### src/rtl/ysyx_22050612_ifu.sv
// Instruction fetch unit: holds the PC, fetches one word at a time from instruction
// memory and hands each instruction with its PC to the decoder over valid/ready.
module ysyx_22050612_ifu #(
    parameter logic [63:0] RESET_PC    = 64'h0000_0000_8000_0000,
    parameter logic [31:0] EBREAK_INST = 32'h0010_0073
) (
    input  logic        clk,
    input  logic        rst_n,
    output logic        imem_req_valid,
    input  logic        imem_req_ready,
    output logic [63:0] imem_addr,
    input  logic        imem_rsp_valid,
    input  logic [31:0] imem_rsp_data,
    output logic        inst_valid,
    input  logic        inst_ready,
    output logic [31:0] inst,
    output logic [63:0] inst_pc,
    input  logic        redirect_valid,
    input  logic [63:0] redirect_pc,
    output logic        halted,
    output logic [63:0] fetch_cnt
);

    localparam logic [1:0] S_REQ  = 2'd0;
    localparam logic [1:0] S_WAIT = 2'd1;
    localparam logic [1:0] S_HOLD = 2'd2;
    localparam logic [1:0] S_HALT = 2'd3;

    logic [1:0]  r_state;
    logic [63:0] r_pc;
    logic [63:0] r_fetch_pc;
    logic        r_drop;
    logic [31:0] r_inst;
    logic [63:0] r_inst_pc;
    logic        r_inst_valid;
    logic        r_req_valid;
    logic        r_halted;
    logic [63:0] r_fetch_cnt;

    logic [1:0]  w_state_nx;
    logic [63:0] w_pc_nx;
    logic [63:0] w_fetch_pc_nx;
    logic        w_drop_nx;
    logic [31:0] w_inst_nx;
    logic [63:0] w_inst_pc_nx;
    logic [63:0] w_fetch_cnt_nx;
    logic        w_req_fire;
    logic        w_deliver;
    logic        w_is_ebreak;

    assign w_req_fire  = r_req_valid & imem_req_ready;
    assign w_deliver   = r_inst_valid & inst_ready;
    assign w_is_ebreak = (r_inst == EBREAK_INST);

    // Next-state, PC and drop-flag computation; a redirect outranks the sequential PC.
    always_comb begin
        w_state_nx     = r_state;
        w_pc_nx        = r_pc;
        w_fetch_pc_nx  = r_fetch_pc;
        w_drop_nx      = r_drop;
        w_inst_nx      = r_inst;
        w_inst_pc_nx   = r_inst_pc;
        w_fetch_cnt_nx = r_fetch_cnt;
        case (r_state)
            S_REQ: begin
                if (w_req_fire) begin
                    w_fetch_pc_nx = r_pc;
                    w_state_nx    = S_WAIT;
                    w_drop_nx     = redirect_valid;
                end else begin
                    w_state_nx = S_REQ;
                end
                if (redirect_valid) begin
                    w_pc_nx = redirect_pc;
                end else begin
                    w_pc_nx = r_pc;
                end
            end
            S_WAIT: begin
                if (imem_rsp_valid) begin
                    if (r_drop || redirect_valid) begin
                        w_drop_nx  = 1'b0;
                        w_state_nx = S_REQ;
                    end else begin
                        w_inst_nx    = imem_rsp_data;
                        w_inst_pc_nx = r_fetch_pc;
                        w_state_nx   = S_HOLD;
                    end
                end else if (redirect_valid) begin
                    w_drop_nx = 1'b1;
                end else begin
                    w_drop_nx = r_drop;
                end
                if (redirect_valid) begin
                    w_pc_nx = redirect_pc;
                end else begin
                    w_pc_nx = r_pc;
                end
            end
            S_HOLD: begin
                // A handshake coinciding with a redirect still counts and may still halt.
                if (w_deliver) begin
                    w_fetch_cnt_nx = r_fetch_cnt + 64'd1;
                    if (w_is_ebreak) begin
                        w_state_nx = S_HALT;
                    end else if (redirect_valid) begin
                        w_state_nx = S_REQ;
                        w_pc_nx    = redirect_pc;
                    end else begin
                        w_state_nx = S_REQ;
                        w_pc_nx    = r_inst_pc + 64'd4;
                    end
                end else if (redirect_valid) begin
                    w_state_nx = S_REQ;
                    w_pc_nx    = redirect_pc;
                end else begin
                    w_state_nx = S_HOLD;
                end
            end
            S_HALT: begin
                w_state_nx = S_HALT;
            end
            default: begin
                w_state_nx = S_REQ;
                w_drop_nx  = 1'b0;
            end
        endcase
    end

    // State registers; handshake flags are registered from the next state.
    always_ff @(posedge clk or negedge rst_n) begin
        if (!rst_n) begin
            r_state      <= S_REQ;
            r_pc         <= RESET_PC;
            r_fetch_pc   <= 64'd0;
            r_drop       <= 1'b0;
            r_inst       <= 32'd0;
            r_inst_pc    <= 64'd0;
            r_inst_valid <= 1'b0;
            r_req_valid  <= 1'b0;
            r_halted     <= 1'b0;
            r_fetch_cnt  <= 64'd0;
        end else begin
            r_state      <= w_state_nx;
            r_pc         <= w_pc_nx;
            r_fetch_pc   <= w_fetch_pc_nx;
            r_drop       <= w_drop_nx;
            r_inst       <= w_inst_nx;
            r_inst_pc    <= w_inst_pc_nx;
            r_inst_valid <= (w_state_nx == S_HOLD);
            r_req_valid  <= (w_state_nx == S_REQ);
            r_halted     <= (w_state_nx == S_HALT);
            r_fetch_cnt  <= w_fetch_cnt_nx;
        end
    end

    assign imem_req_valid = r_req_valid;
    assign imem_addr      = r_pc;
    assign inst_valid     = r_inst_valid;
    assign inst           = r_inst;
    assign inst_pc        = r_inst_pc;
    assign halted         = r_halted;
    assign fetch_cnt      = r_fetch_cnt;

endmodule

### config.mk
export PLATFORM = sky130hd
export DESIGN_NAME = ysyx_22050612_ifu
export DESIGN_NICKNAME = d
export VERILOG_FILES = /design/src/rtl/ysyx_22050612_ifu.sv
export SDC_FILE = /design/constraint.sdc
export NUM_CORES = 1
export LEC_CHECK = 0
export CAP_MARGIN = 20
export CORE_MARGIN = 5
export CORE_UTILIZATION = 30
export CTS_CLUSTER_DIAMETER = 200
export DETAILED_ROUTE_END_ITERATION = 16
export GPL_ROUTABILITY_DRIVEN = 0
export SETUP_SLACK_MARGIN = 0.5
export SYNTH_ARGS = -nofsm -noshare
export SYNTH_HDL_FRONTEND = slang
export SYNTH_SLANG_ARGS = --single-unit
### constraint.sdc
create_clock -name clk -period 4.95 [get_ports clk]
set_clock_uncertainty 0.05 [all_clocks]
set_input_delay 0.7425 -clock clk [delete_from_list [all_inputs] [get_ports clk]]
set_output_delay 0.7425 -clock clk [all_outputs]
set_load 0.05 [all_outputs]
==> results.cfg <==
[timing]
setup_viol = 0
slew_headroom_pct = 35.6
setup_tns_ns = 0
worst_hold_slack_ns = 0.153
rsz0062_at_grt = false
fmax_mhz = 333
hold_violations = 0
fin_crit_sh_pct = 60.7
min_period_ns = 3.00
finalMaxSlewViolations = 0
tightest_slew_ns = 0.966

[floorplanning]
initial_utilization_pct = 30.2
die_h_um = 223
row_count = 78
io_pins = 329
dieArea_um2 = 49700
die_w_um = 223
coreArea_um2 = 45100

[routing]
ant_nets = 0
drcViolationCount = 0
routed_wl_mm = 45.8
first_pass_iters = 5
vias = 10900
wl_per_cell_um = 21.4
via_per_inst = 5.09
drt-initial-drc-count = 721

[pwr]
clkPwrFrac_pct = 20.3
peakVddDrop_mv = 0.370
cellInternalPower_mw = 7.00
seq_power_share_pct = 34.4
p_sw_mw = 5.66
combPwrFrac_pct = 45.3
swShare_pct = 44.7
p_per_area_nw_per_um2 = 675
power.leakage_nw = 7.45

[cts]
clk_pin_slew_ns = 0.06
cts_max_level = 2
cts_sinks = 294
cts_resized = 0
cts-root-buf = clkbuf_16
cts_buffers = 36
tritoncts = done
insertion_delay_ns = 0.54
cts_setup_buffers = 0
hold_buffers = 0
ctsLongestPathBuffers = 3

[synth]
yosysTopAreaCellShare_pct = 53.9
syn_inst = 1177
synth-seq-cells = 294
yosysTopAreaCell = dfrtp_1
yosysSeqAreaShare_pct = 54.1
avgSynthCellArea_um2 = 11.6
ys.flop_type = dfrtp_1
synth_edf_count = 0
synth_area_leaders = dfrtp_1 54%, mux2_2 13%, xnor2_1 5.2%
syn_nets = 1281
netlist_area_um2 = 13600
yosys_warnings = 0
synth-async-reset-ratio_pct = 100
synth_cell_types = 70

[global_routing]
grt_usage_pct = 18.0
grt_pass1_vias = 11300
grt_overflow_total = 0
antenna_found_initial = 3
grt_first_pass_wirelength_mm = 70.1
grt_max_degree = 106

[critical_path]
critical_path_class = input pin to flip-flop
worst_ep_required_time_ns = 5.35
r2r_cells = 7
crit_chain = clkdlybuf4s50_1, and2_1, nand2_1, o31a_1, o22ai_4, buf_12, a22oi_1, o21ai_0
reg2reg_from = inst[11]
r2r_slack_ns = 1.99
r2r_end = imem_addr[32]
start_kind = input pin
cp-end-kind = flip-flop
arrival_ns = 3.40
slowest_delay_ns = 0.58
cpMaxStageDelayCell = o22ai_4
crit_fanout = 27

[layout]
multiInputGateArea_um2 = 5980
num-nets-final = 1616
layout_commonest_cell = clkdlybuf4s50_1
fin_cells = 2139
fill_cells = 4358
seqCellArea_um2 = 7360
drive_above_1_share_pct = 16.5
final_cell_mix = 326 x clkdlybuf4s50_1, 293 x dfrtp_1, 154 x mux2_2
fin_util_pct = 41.6
synthToLayoutAreaGrowth_pct = 37.9

[placement]
dpl.cell_count = 2074
port_buffers = 328
detailed_place_hpwl_mm = 33.7

[run]
drv_cap = 0

[min_path]
min-delay-path-class = input pin to async pin

[status]
outcome = finished, final reports clean
-- cells in the mapped netlist, types with 11 or more instances --
| library cell | number |
|---|---|
| dfrtp_1 | 293 |
| mux2_2 | 154 |
| nand2_1 | 107 |
| xnor2_1 | 81 |
| o21ai_0 | 60 |
| nand3_1 | 52 |
| nor2_1 | 46 |
| a22oi_1 | 38 |
| nand4_1 | 33 |
| clkbuf_1 | 28 |
| xor2_1 | 28 |
| nor3_1 | 25 |
| and3_1 | 21 |
| a21oi_1 | 20 |
| inv_1 | 20 |
| and4_1 | 17 |
| buf_2 | 14 |
| and2_1 | 12 |
| nor4_1 | 11 |
-- layer usage --
metal  vias up  share of wire (%)  routed length (um)  track usage [%]
li1       4953                  -                   -                -
met1      5500                 43               19700             23.3
met2       350                 48               21900             29.6
met3        74                6.3                2900             4.38
met4         2                3.0                1350             6.19
met5         -              0.026                  12                0
-- registers in the layout (all words and copies together), names as in the netlist --
| register | count |
|---|---|
| inst | 32 |
| r_fetch_pc | 64 |
| imem_req_valid | 1 |
| halted | 1 |
| r_state | 2 |
| inst_pc | 64 |
| r_drop | 1 |
| imem_addr | 64 |
| inst_valid | 1 |
| fetch_cnt | 64 |
-- final cells by class --
cell class,count,area share [%]
flip-flops and latches,294,39.3
multi-input cells,816,31.9
repair buffers,344,18.3
clock buffers,56,5.58
well taps,600,4.01
clock inverters,7,0.507
inverters,20,0.401
diodes,2,0.0267
-- cells by family (layout without fill, tap and decap cells) --
group / after synthesis / in the layout / share of synthesized area, %
AOI/OAI and AO/OA: 178 / 178 / 8.67
xor gates and xnor gates: 109 / 109 / 7.02
adders and majority gates: 2 / 2 / 0.184
buffers and inverters: 67 / 427 / 2.01
DFF: 294 / 294 / 54.1
muxes: 156 / 156 / 12.9
other: 0 / 2 / 0
and+or+nand+nor: 371 / 371 / 15.1
-- power groups by stage --
stage / combinational (mW) / sequential [mW] / clock [mW]
2_1_floorplan: 1.55 / 6.29 / 0
3_3_place_gp: 5.72 / 4.35 / 0
3_5_place_dp: 5.77 / 4.38 / 0
4_1_cts: 5.79 / 4.36 / 2.66
5_1_grt: 6.01 / 4.51 / 2.75
6_report: 5.73 / 4.35 / 2.57
-- worst max-delay path: cells and delay by family --
family          cells  cell delay, ns
compound gates      4            1.28
simple gates        2            0.52
buf+inv             2            0.82
-- metrics by stage --
stage          power (mW)  setup WS (ns)  area [um^2]
6_report             12.7           1.95        18700
5_1_grt              13.3           1.74        18700
4_1_cts              12.8           1.92        18700
3_5_place_dp         10.2           1.39        17600
3_3_place_gp         10.1           1.47        17600
2_1_floorplan        7.84           2.34        13600
-- how the worst max path moves through the flow --
| stage | startpoint | endpoint | slack (ns) | cells past startpoint |
|---|---|---|---|---|
| final | inst_ready | imem_addr[32] | 1.95 | 8 |
| after global routing | inst[24] | imem_addr[32] | 1.74 | 7 |
| after CTS | inst[24] | imem_addr[32] | 1.92 | 7 |
| after detailed placement | inst_ready | imem_addr[57] | 1.39 | 8 |
| after global placement | inst_ready | imem_addr[34] | 1.47 | 8 |
| after floorplan | inst_pc[2] | imem_addr[58] | 2.34 | 7 |
Note: power is estimated with default switching activity, not from simulation.
